`src/rtl/prog_loader.sv`:
```
// prog_loader: writer side of the TD4 instruction memory.
// Receives a 16-byte program plus a trailing checksum byte over a valid/ready stream,
// fills a 16x8 RAM and releases the CPU core only after the checksum verifies.
//
// Ports:
//   clk         system clock
//   reset       asynchronous active-low reset
//   load_start  single-cycle request to begin/restart a load (wins over a same-cycle transfer)
//   in_data     stream byte, in_valid qualifies it, in_ready shows acceptance
//   cpu_addr    CPU fetch address; cpu_data is mem[cpu_addr], combinational
//   cpu_run     active-low reset to the core (1 only in RUN)
//   busy        loading or waiting for the checksum
//   done        one-cycle pulse after a good checksum
//   err         sticky checksum-failure flag, cleared by load_start
//   wcount      bytes written in the current load, 0..16
module prog_loader #(
  parameter int unsigned AW = 4,
  parameter int unsigned DW = 8
) (
  input  logic          clk,
  input  logic          reset,
  input  logic          load_start,
  input  logic [DW-1:0] in_data,
  input  logic          in_valid,
  output logic          in_ready,
  input  logic [AW-1:0] cpu_addr,
  output logic [DW-1:0] cpu_data,
  output logic          cpu_run,
  output logic          busy,
  output logic          done,
  output logic          err,
  output logic [AW:0]   wcount
);

  localparam int unsigned Depth = 1 << AW;

  typedef enum logic [2:0] {StIdle, StLoad, StCheck, StRun, StErr} state_e;

  state_e        state_q, state_d;
  logic [AW-1:0] wptr_q, wptr_d;
  logic [DW-1:0] sum_q, sum_d;
  logic [AW:0]   wcount_q, wcount_d;
  logic          in_ready_q, in_ready_d;
  logic          cpu_run_q, cpu_run_d;
  logic          done_q, done_d;
  logic          err_q, err_d;
  logic [DW-1:0] mem_q [Depth];
  logic [DW-1:0] mem_d [Depth];

  logic          xfer;
  logic [DW-1:0] sum_next;

  assign xfer     = in_valid & in_ready_q;
  assign sum_next = sum_q + in_data;

  always_comb begin
    state_d  = state_q;
    wptr_d   = wptr_q;
    sum_d    = sum_q;
    wcount_d = wcount_q;
    mem_d    = mem_q;
    done_d   = 1'b0;

    if (load_start) begin
      // Restart from any state; a transfer in the same cycle is dropped.
      state_d  = StLoad;
      wptr_d   = '0;
      sum_d    = '0;
      wcount_d = '0;
    end else begin
      case (state_q)
        StLoad: begin
          if (xfer) begin
            mem_d[wptr_q] = in_data;
            wptr_d        = wptr_q + AW'(1);
            sum_d         = sum_next;
            wcount_d      = wcount_q + (AW + 1)'(1);
            if (wptr_q == '1) begin
              state_d = StCheck;
            end
          end
        end
        StCheck: begin
          // Checksum byte: wcount is left at 16.
          if (xfer) begin
            if (sum_next == '0) begin
              state_d = StRun;
              done_d  = 1'b1;
            end else begin
              state_d = StErr;
            end
          end
        end
        default: ;
      endcase
    end

    in_ready_d = (state_d == StLoad) || (state_d == StCheck);
    cpu_run_d  = (state_d == StRun);
    err_d      = (state_d == StErr);
  end

  always_ff @(posedge clk or negedge reset) begin
    if (!reset) begin
      state_q    <= StIdle;
      wptr_q     <= '0;
      sum_q      <= '0;
      wcount_q   <= '0;
      in_ready_q <= 1'b0;
      cpu_run_q  <= 1'b0;
      done_q     <= 1'b0;
      err_q      <= 1'b0;
      mem_q      <= '{default: '0};
    end else begin
      state_q    <= state_d;
      wptr_q     <= wptr_d;
      sum_q      <= sum_d;
      wcount_q   <= wcount_d;
      in_ready_q <= in_ready_d;
      cpu_run_q  <= cpu_run_d;
      done_q     <= done_d;
      err_q      <= err_d;
      mem_q      <= mem_d;
    end
  end

  assign cpu_data = mem_q[cpu_addr];
  assign in_ready = in_ready_q;
  assign cpu_run  = cpu_run_q;
  assign busy     = (state_q == StLoad) || (state_q == StCheck);
  assign done     = done_q;
  assign err      = err_q;
  assign wcount   = wcount_q;

endmodule

```
`config.mk`:
```
export PLATFORM = sky130hd
export DESIGN_NAME = prog_loader
export DESIGN_NICKNAME = d
export VERILOG_FILES = /design/src/rtl/prog_loader.sv
export SDC_FILE = /design/constraint.sdc
export NUM_CORES = 1
export LEC_CHECK = 0
export ABC_AREA = 1
export BUFFER_PORTS_ARGS = -buffer_cell sky130_fd_sc_hd__buf_4
export CORE_ASPECT_RATIO = 2
export CORE_MARGIN = 4
export CORE_UTILIZATION = 55
export CTS_BUF_LIST = sky130_fd_sc_hd__clkbuf_8
export CTS_CLUSTER_DIAMETER = 200
export DETAILED_ROUTE_END_ITERATION = 7
export PLACE_DENSITY = 0.72
export SLEW_MARGIN = 25
export SYNTH_ARGS = -nofsm -noshare
export SYNTH_HDL_FRONTEND = slang
export SYNTH_SLANG_ARGS = --single-unit
```
`constraint.sdc`:
```
create_clock -name clk -period 2.8 [get_ports clk]
set_input_delay 0.56 -clock clk [delete_from_list [all_inputs] [get_ports clk]]
set_output_delay 0.56 -clock clk [all_outputs]
set_load 0.05 [all_outputs]
```
* Yosys cells after proc, flatten, opt, wreduce, memory -nomap -nowiden *
Cells that the tools add are included.

cells by class
  add/sub/neg operators = 3
  multiply operators = 0
  div/mod/pow operators = 0
  order comparisons = 3
  eq/ne operators = 7
  shift operators = 0
  multiplexer cells = 25
  bitwise logic cells = 4
  reduce and logical (&&, ||, !) cells = 8

operators by type and width
  operator                                                                      number
  128-bit bitwise mux                                                           1
  8-bit two-way mux                                                             6
  8-bit binary-select mux with 4-bit select                                     1
  8-bit demux with 4-bit select                                                 1
  3-bit two-way mux                                                             5
  5-bit two-way mux                                                             3
  4-bit two-way mux                                                             3
  5-bit greater-or-equal comparator, second input constant                      2
  4-bit NOT with 5-bit output                                                   2
  3-bit by 2-bit == test with 1-bit output, second input constant               3
  8-bit adder                                                                   1
  8-bit zero test                                                               1
  3-bit by 1-bit == test with 1-bit output, second input constant               2
  3-bit one-hot mux with 2 select lines                                         1
  5-bit by 1-bit adder with 5-bit output, second input constant                 1
  5-bit by 1-bit less-than comparator with 1-bit output, second input constant  1
  4-bit by 1-bit adder with 4-bit output, second input constant                 1
  4-bit == test, second input constant                                          1
  1-bit two-way mux                                                             4
  2-bit nonzero test                                                            2
  3-bit == test, second input constant                                          1
  3-bit AND reduction                                                           1
  1-bit logical OR                                                              2
  2-bit AND reduction                                                           1
  other kinds (3)                                                               3

storage, ports and cells
  register bits = 152
  latch bits = 0
  bits in writable memories = 0
  bits in read-only memories = 0
  word-level logic and storage cells = 74
  memories kept = 0

* Longest topological paths before layout *
Gate-level depths: netlist (run 1).

  depth in word-level cells = 8
  gate-level depth with buffers = 15
  mapped depth without buffers = 15

* Least setup slack after synthesis (run 1) *
OpenSTA, ideal clock, no wires.

  kind = input to output
  start = input port cpu_addr[0]
  end = output port cpu_data[0]
  arrival time = 1897 ps
  path slack = 343 ps
  stages on the path = 8
  cell sequence = clkbuf_1 buf_2 clkbuf_1 a21oi_1 o21ai_0 o211ai_1 o211ai_1 nand2_1

between the ends
  word-level cells in the longest chain between the ends = 4

ends and longest elaborated chain
  item                                                   RTL line  source
  start: declaration                                     26        input logic [AW-1:0] cpu_addr,
  4-bit NOT with 5-bit output (not written as such)      127       assign cpu_data = mem_q[cpu_addr];
  8-bit binary-select mux with 4-bit select              127
  8-bit two-way mux (not written as such) (2 in series)  127
  end: declaration                                       27        output logic [DW-1:0] cpu_data,

No other way between the ends. The select of a mux whose other input is x is not followed.

* Final worst setup path (run 1) *
  start = input port cpu_addr[0]
  end = output port cpu_data[2]

The elaborated chain is that of the path after synthesis.

==> results.yml, run 1 <==
sta:
  drv_slew: 0
  fin_tns_setup_ps: 0
  setup_viol: 0
  hold_viol_final: 0
  layout_setup_ws_ps: 202.8
  fmaxAchievable_ghz: 0.3850
  min_period_over_period_pct: 92.76
  finClkSkew_ps: 11.73
  finalCriticalPeriod_ps: 2597
  rsz0062_at_grt: "no"
  slew-limit-headroom_pct: 48.37
  worst_pin_slew_ps: 773.5
global_routing:
  grt_pass1_vias: 5935
  antenna_found_initial: 0
  grt_max_degree: 62
  grt_overflow_total: 0
  grt_usage_pct: 24.30
  grt_first_pass_wirelength_um: 30240
die:
  fp.coreArea_um2: 13440
  ioPinCount: 34
  die_x_um: 90.74
  die_area_um2: 15740
  die_h_um: 173.5
  start_util_pct: 56.03
  row_count: 60
placed_design:
  gp_congestion: 0.8941
  pre_cts_ws_ps: 207.3
  place_inst: 999
  hpwl_um: 12990
  io_buffers: 33
route:
  first_pass_iters: 5
  antenna_left: 0
  wire_per_inst_um: 17.79
  post_drt_via_cell_ratio: 5.832
  drc: 0
  drt_wl_total_um: 18340
  dr_total_vias: 6013
  drt-initial-drc-count: 444
final_layout:
  drive_gt1_share_pct: 14.27
  layout_common_cells: "nand2_1 (189), dfrtp_1 (152), o21ai_0 (116)"
  fillCellCount: 1177
  area_growth_pct: 9.139
  mostFrequentLayoutCell: "nand2_1"
  utilization_pct: 61.15
  stdcell_count: 1031
  fin_nets: 892
  diodes: 0
synthesis:
  ys_warn_count: 0
  synth-seq-area-share_pct: 50.52
  ys_seq_elements: 152
  synth_largest_area_cell: "dfrtp_1"
  syn_nets: 880
  synthCells: 851
  synthTopCellsByArea: "dfrtp_1 (51%), nand2_1 (9.4%), o21ai_0 (7.7%)"
  avgSynthCellArea_um2: 8.848
  netlist_area_um2: 7530
  ys_types: 32
  synth_top_area_share_pct: 50.52
critical_path:
  worst-setup-path-type: "in2out"
  path_buf_inv: 3
  end_kind: "primary output"
  cp.arrival_ps: 2040
  cpMostUsedCell: "buf_4"
  crit_family: "buffers and inverters"
  cp_slowest_cell: "buf_4"
  worstPathMaxFanout: 31
  cpPeakStageDelay_ps: 350
  start_kind: "primary input"
  crit_required_ps: 2240
  r2r_slack_ps: 480
  crit_chain: "buf_4 > buf_4 > mux2i_1 > o21ai_0 > o211ai_1 > nand2_1 > buf_4"
clocking:
  cts_sinks: 152
  post_cts_buffers: 0
  clk_pin_slew_ps: 90
  cts_made_buffers: 17
  htree_levels: 4
  clk-insertion-delay-late_ps: 440
  cts_tree: "yes"
  ctsHoldBuffers: 0
  clockBufferDepth: 2
  cts-root-buf: "clkbuf_8"
  cts_resized: 0
power_and_ir_drop:
  p_leak_nw: 3.916
  p_sw_share_pct: 33.02
  pwr-share-comb_pct: 20.4
  clockPowerShare_pct: 29.0
  p_int_mw: 3.657
  irDropWorstVdd_uv: 346.3
  power_switching_mw: 1.803
  pwr-share-seq_pct: 50.6
  powerDensity_nw_per_um2: 664.3
status:
  status: "completed"
hold_path:
  min_path_type: "in2async"
run:
  cap_violations: 0
-- cell type report --
| class | instances | area [µm²] | share of cell area [%] |
|---|---|---|---|
| well taps | 155 | 193.9 | 2.360 |
| repair buffers | 44 | 371.6 | 4.522 |
| clock inverters | 14 | 125.1 | 1.523 |
| multi-input cells | 573 | 3192 | 38.84 |
| flip-flops and latches | 152 | 3804 | 46.29 |
| inverters | 75 | 284.0 | 3.456 |
| clock buffers | 18 | 247.7 | 3.015 |
-- metal layers --
layer | GRT usage, % | vias to the layer above | share of wire (%)
met1 | 29.02 | 2912 | 39
met3 | 4.083 | 37 | 4.2
met4 | 9.335 | 0 | 2.8
met2 | 43.26 | 198 | 53
li1 | - | 2866 | -
met5 | 0 | - | 0
-- state kept, by name (all words and copies together), names as in the netlist --
signal / flops
wptr_q: 4
state_q: 3
wcount: 5
done: 1
cpu_run: 1
sum_q: 8
mem_q: 128
err: 1
in_ready: 1
-- Yosys cell counts --
cell type / n
a21oi_1: 38
a31oi_1: 1
buf_1: 1
buf_2: 17
buf_6: 5
clkbuf_1: 28
dfrtp_1: 152
fa_1: 1
ha_1: 12
inv_1: 74
inv_4: 1
mux2i_1: 32
nand2_1: 189
nand2_2: 10
nand2_4: 4
nand3_1: 40
nand3_2: 3
nand3b_1: 1
nor2_1: 19
nor2_4: 3
nor2_8: 2
nor3_1: 1
nor3_4: 1
o211ai_1: 32
o21a_1: 1
o21ai_0: 116
o21ai_1: 33
o21ai_2: 24
o22ai_1: 2
or2_2: 1
xnor2_1: 3
xor2_1: 4
-- worst reg2reg max path, delay by kind of cell (launching register included) --
family / cells / cell delay, ps
and+or+nand+nor: 12 / 1160
adders and majority gates: 2 / 670
DFF: 1 / 400
-- power by group through the flow --
| stage | registers, mW | logic, mW | clock network, mW |
|---|---|---|---|
| 2_1_floorplan | 2.75 | 0.774 | 0 |
| 3_3_place_gp | 2.78 | 1.07 | 0 |
| 3_5_place_dp | 2.79 | 1.12 | 0 |
| 4_1_cts | 2.75 | 1.12 | 1.62 |
| 5_1_grt | 2.80 | 1.26 | 1.71 |
| 6_report | 2.76 | 1.12 | 1.58 |
-- per-stage QoR --
step	area (µm²)	hold WS [ps]	power (mW)
finish	8218	20.36	5.459
global route	8218	21.29	5.769
CTS	8218	10.22	5.494
detailed placement	7845	468.4	3.913
global placement	7845	460.5	3.854
floorplan	7530	264.4	3.528
-- cells by family (layout without fill, tap and decap cells) --
logic type / after synthesis / in the layout / share of synthesized area (%)
and+or+nand+nor: 274 / 274 / 16.30
buffers and inverters: 126 / 151 / 7.095
xor gates and xnor gates: 7 / 7 / 0.8142
AOI/OAI and AO/OA: 247 / 247 / 18.76
DFF: 152 / 152 / 50.52
muxes: 32 / 32 / 4.254
adders and majority gates: 13 / 13 / 2.260
-- worst paths after layout --
check / from / endpoint / depth (start not counted)
min reg2reg: mem_q[126] / mem_q[126] / 2
max in group asynchronous: reset / mem_q[126] / 2
min: reset / mem_q[88] / 1
min in group clk: load_start / done / 2
max reg2reg: sum_q[0] / in_ready / 14
max: cpu_addr[0] / cpu_data[2] / 7
(Power assumes the default switching activity.)
==> inputs of run 2 (changes only) <==
Settings changed: BUFFER_PORTS_ARGS -buffer_cell sky130_fd_sc_hd__buf_4 to -buffer_cell sky130_fd_sc_hd__clkbuf_2.
==> run 2 against run 1 <==
  * Count of clock-buffer cells in the layout is 1 lower
  * Core utilization shrank 0.19 points
  * Critical path depth is 1 higher
  * Critical endpoint is now cpu_data[0]
==> results.yml, run 2 (synthesis gave the netlist of run 1 again) <==
hold_path:
  min_path_type: "in2async"
die:
  start_util_pct: 56.03
  row_count: 60
  fp.coreArea_um2: 13440
  die_area_um2: 15740
  ioPinCount: 34
  die_x_um: 90.74
  die_h_um: 173.5
route:
  dr_total_vias: 5948
  wire_per_inst_um: 17.30
  drt-initial-drc-count: 412
  drt_wl_total_um: 17850
  drc: 0
  first_pass_iters: 5
  post_drt_via_cell_ratio: 5.764
  antenna_left: 0
final_layout:
  stdcell_count: 1032
  fin_nets: 893
  fillCellCount: 1145
  layout_common_cells: "nand2_1 (189), dfrtp_1 (152), o21ai_0 (116)"
  regMostFlops: "mem_q"
  area_growth_pct: 8.807
  largest_reg_flops: 128
  mostFrequentLayoutCell: "nand2_1"
  utilization_pct: 60.97
  drive_gt1_share_pct: 14.37
  diodes: 0
critical_path:
  worst-setup-path-type: "in2out"
  r2r_slack_ps: 540
  worstPathMaxFanout: 19
  end_kind: "primary output"
  cp.arrival_ps: 2000
  cp.depth: 8
  r2r-start: "sum_q[0]"
  crit_required_ps: 2240
  path_buf_inv: 3
  cp_slowest_cell: "buf_4"
  reg2reg_depth: 14
  cpPeakStageDelay_ps: 310
  reg2reg_to: "in_ready"
  crit_family: "buffers and inverters"
  crit_chain: "clkbuf_2 > buf_4 > a21oi_1 > o21ai_0 > o21ai_0 > o211ai_1 > nand2_1 > clkbuf_2"
  start_kind: "primary input"
sta:
  fmaxAchievable_ghz: 0.3902
  finClkSkew_ps: 11.92
  hold_viol_final: 0
  drv_slew: 0
  rsz0062_at_grt: "no"
  slew-limit-headroom_pct: 45.47
  worst_pin_slew_ps: 817.0
  layout_setup_ws_ps: 237.5
  min_period_over_period_pct: 91.52
  finalCriticalPeriod_ps: 2562
  fin_tns_setup_ps: 0
  setup_viol: 0
placed_design:
  hpwl_um: 12710
  io_buffers: 33
  pre_cts_ws_ps: 225.9
  gp_congestion: 0.8975
  place_inst: 1000
clocking:
  cts_resized: 0
  cts_made_buffers: 17
  post_cts_buffers: 0
  ctsHoldBuffers: 0
  htree_levels: 4
  cts-root-buf: "clkbuf_8"
  clockBufferDepth: 2
  clk-insertion-delay-late_ps: 450
  cts_tree: "yes"
  clk_pin_slew_ps: 90
  cts_sinks: 152
power_and_ir_drop:
  p_total_mw: 5.519
  irDropWorstVdd_uv: 402.4
  powerDensity_nw_per_um2: 673.7
  p_leak_nw: 3.914
global_routing:
  grt_max_degree: 74
  grt_overflow_total: 0
  grt_usage_pct: 23.90
  antenna_found_initial: 0
  grt_pass1_vias: 5981
  grt_first_pass_wirelength_um: 29790
status:
  status: "completed"
run:
  cap_violations: 0
-- run 2: changes by cell type in the layout (fill, tap and decap cells not counted), moves of 2 or more --
cell | previous run | this run
buf_4 | 40 | 10
clkinv_2 | 4 | 1
clkbuf_2 | 0 | 30
inv_6 | 2 | 4
-- run 2: final cells by class --
type	count	area (µm²)	area share (%)
inverter	75	284.0	3.467
clock inverter	15	168.9	2.062
sequential	152	3804	46.43
multi-input combinational	573	3192	38.96
clock buffer	17	234.0	2.856
tap	155	193.9	2.367
timing repair buffer	45	316.6	3.864
-- run 2: where the power goes --
group / switching, mW / internal [mW]
logic: 0.702 / 0.381
registers: 0.215 / 2.53
clock network: 0.881 / 0.811
-- run 2: routing by layer --
metal,GRT usage (%),up-vias,share of wire [%]
li1,-,2861,-
met3,4.127,48,3.5
met5,0,-,0
met2,41.59,159,52
met4,11.45,0,4.4
met1,28.34,2880,40
-- run 2: stage by stage --
step,area (µm²),hold slack [ps]
after floorplan,7530,264.4
after global placement,7790,461.1
after detailed placement,7790,468.6
after CTS,8193,36.94
after global routing,8193,47.64
final,8193,31.24
-- run 2: worst max-delay path by stage --
| stage | start | endpoint | slack (ps) |
|---|---|---|---|
| 6_report | cpu_addr[1] | cpu_data[0] | 240 |
| 3_3_place_gp | in_data[0] | in_ready | 280 |
| 5_1_grt | cpu_addr[1] | cpu_data[6] | 130 |
| 4_1_cts | cpu_addr[1] | cpu_data[0] | 280 |
| 2_1_floorplan | cpu_addr[0] | cpu_data[0] | 340 |
| 3_5_place_dp | in_data[0] | in_ready | 230 |
==> inputs of run 3 (changes only) <==
Settings changed: REMOVE_ABC_BUFFERS set to 1.
==> run 3 against run 2 <==
  * Design area grew 0.49%
  * Non-clock buffer count shrank 2
  * Sequential power is essentially flat
  * Total power grew 2.1%
  * Core utilization grew 0.30 points
  * Clock skew shrank 3.0 ps
  * Combinational power is essentially flat
  * Clock power grew 5%
  * Largest cell class unchanged
  * Largest power group unchanged
==> results.yml, run 3 (synthesis gave the netlist of run 1 again) <==
global_routing:
  antenna_found_initial: 0
  grt_usage_pct: 24.64
  grt_overflow_total: 0
  grt_max_degree: 62
  grt_pass1_vias: 6160
  grt_first_pass_wirelength_um: 30830
critical_path:
  worst-setup-path-type: "in2out"
  cp_slowest_cell: "o211ai_1"
  path_buf_inv: 3
  start_kind: "primary input"
  crit_required_ps: 2240
  crit_family: "buffers and inverters"
  end_kind: "primary output"
  worstPathMaxFanout: 38
  crit_chain: "buf_4 > buf_12 > mux2i_1 > o21ai_0 > o211ai_1 > nand2_1 > clkbuf_2"
  r2r_slack_ps: 560
  cpPeakStageDelay_ps: 310
  cp.arrival_ps: 1980
hold_path:
  min_path_type: "in2async"
final_layout:
  drive_gt1_share_pct: 13.84
  fillCellCount: 1119
  fin_nets: 891
  mostFrequentLayoutCell: "nand2_1"
  area_growth_pct: 9.339
  layout_common_cells: "nand2_1 (189), dfrtp_1 (152), o21ai_0 (116)"
  largest_reg_flops: 128
  multi_input_area_um2: 3192
  seqCellArea_um2: 3804
  diodes: 0
  regMostFlops: "mem_q"
clocking:
  clockBufferDepth: 2
  post_cts_buffers: 0
  cts_sinks: 152
  cts_made_buffers: 17
  cts_tree: "yes"
  cts-root-buf: "clkbuf_8"
  clk_pin_slew_ps: 90
  htree_levels: 4
  cts_resized: 0
  ctsHoldBuffers: 0
  clk-insertion-delay-late_ps: 440
die:
  die_x_um: 90.74
  ioPinCount: 34
  start_util_pct: 56.03
  die_h_um: 173.5
  fp.coreArea_um2: 13440
  die_area_um2: 15740
  row_count: 60
run:
  cap_violations: 0
placed_design:
  hpwl_um: 12610
  gp_congestion: 0.8448
  io_buffers: 33
sta:
  setup_viol: 0
  slew-limit-headroom_pct: 55.28
  min_period_over_period_pct: 90.65
  worst_pin_slew_ps: 670.1
  finClkSkew_ps: 8.960
  drv_slew: 0
  fin_tns_setup_ps: 0
  fmaxAchievable_ghz: 0.3940
  rsz0062_at_grt: "no"
  finalCriticalPeriod_ps: 2538
  hold_viol_final: 0
route:
  first_pass_iters: 5
  post_drt_via_cell_ratio: 5.853
  antenna_left: 0
  drt-initial-drc-count: 470
  dr_total_vias: 6023
  drc: 0
  wire_per_inst_um: 17.76
  drt_wl_total_um: 18270
power_and_ir_drop:
  irDropWorstVdd_uv: 476.3
  powerDensity_nw_per_um2: 684.8
  p_total_mw: 5.638
  p_leak_nw: 3.937
status:
  status: "completed"
-- run 3: cell types whose count changed in the layout (fill, tap and decap cells not counted), sizes merged --
cell / change
clkinvlp: -1
bufinv: +2
buf: -1
inv: -2
clkbuf: -1
-- run 3: cell type report --
cell class	count	share of cell area, %
Sequential cell	152	46.20
Multi-Input combinational cell	573	38.77
Timing Repair Buffer	43	4.149
Inverter	75	3.450
Clock buffer	17	2.842
Tap cell	155	2.356
Clock inverter	14	2.234
-- run 3: through the flow --
| step | worst slack [ps] | area (µm²) | hold WS (ps) | util (%) | cells |
|---|---|---|---|---|---|
| after floorplan | 582.9 | 7279 | 264.4 | - | 800 |
| after global placement | 257.6 | 7815 | 460.4 | 58.16 | 998 |
| after detailed placement | 272.4 | 7815 | 469.0 | 58.16 | 998 |
| after CTS | 271.8 | 8233 | 112.7 | 61.27 | 1029 |
| after global routing | 152.0 | 8233 | 122.3 | 61.27 | 1029 |
| final | 261.9 | 8233 | 92.87 | 61.27 | 1029 |
-- run 3: worst paths after layout --
kind,startpoint,to,cells after the start
max,cpu_addr[0],cpu_data[0],7
min,reset,mem_q[9],1
max reg2reg,sum_q[0],cpu_run,15
min reg2reg,mem_q[58],mem_q[58],2
max in group asynchronous,reset,mem_q[115],2
min in group clk,load_start,done,2
-- run 3: report_power, final --
group / internal (mW) / total (mW) / switching (mW)
Combinational: 0.391 / 1.10 / 0.713
Sequential: 2.53 / 2.76 / 0.227
Clock: 0.960 / 1.78 / 0.816
Total: 3.88 / 5.64 / 1.76
-- run 3: routing by layer --
| layer | track usage (%) | vias up | part of all wire [%] |
|---|---|---|---|
| li1 | - | 2859 | - |
| met1 | 29.15 | 2928 | 40 |
| met2 | 43.01 | 189 | 52 |
| met3 | 3.823 | 47 | 4.2 |
| met4 | 12.34 | 0 | 3.6 |
| met5 | 0 | - | 0 |
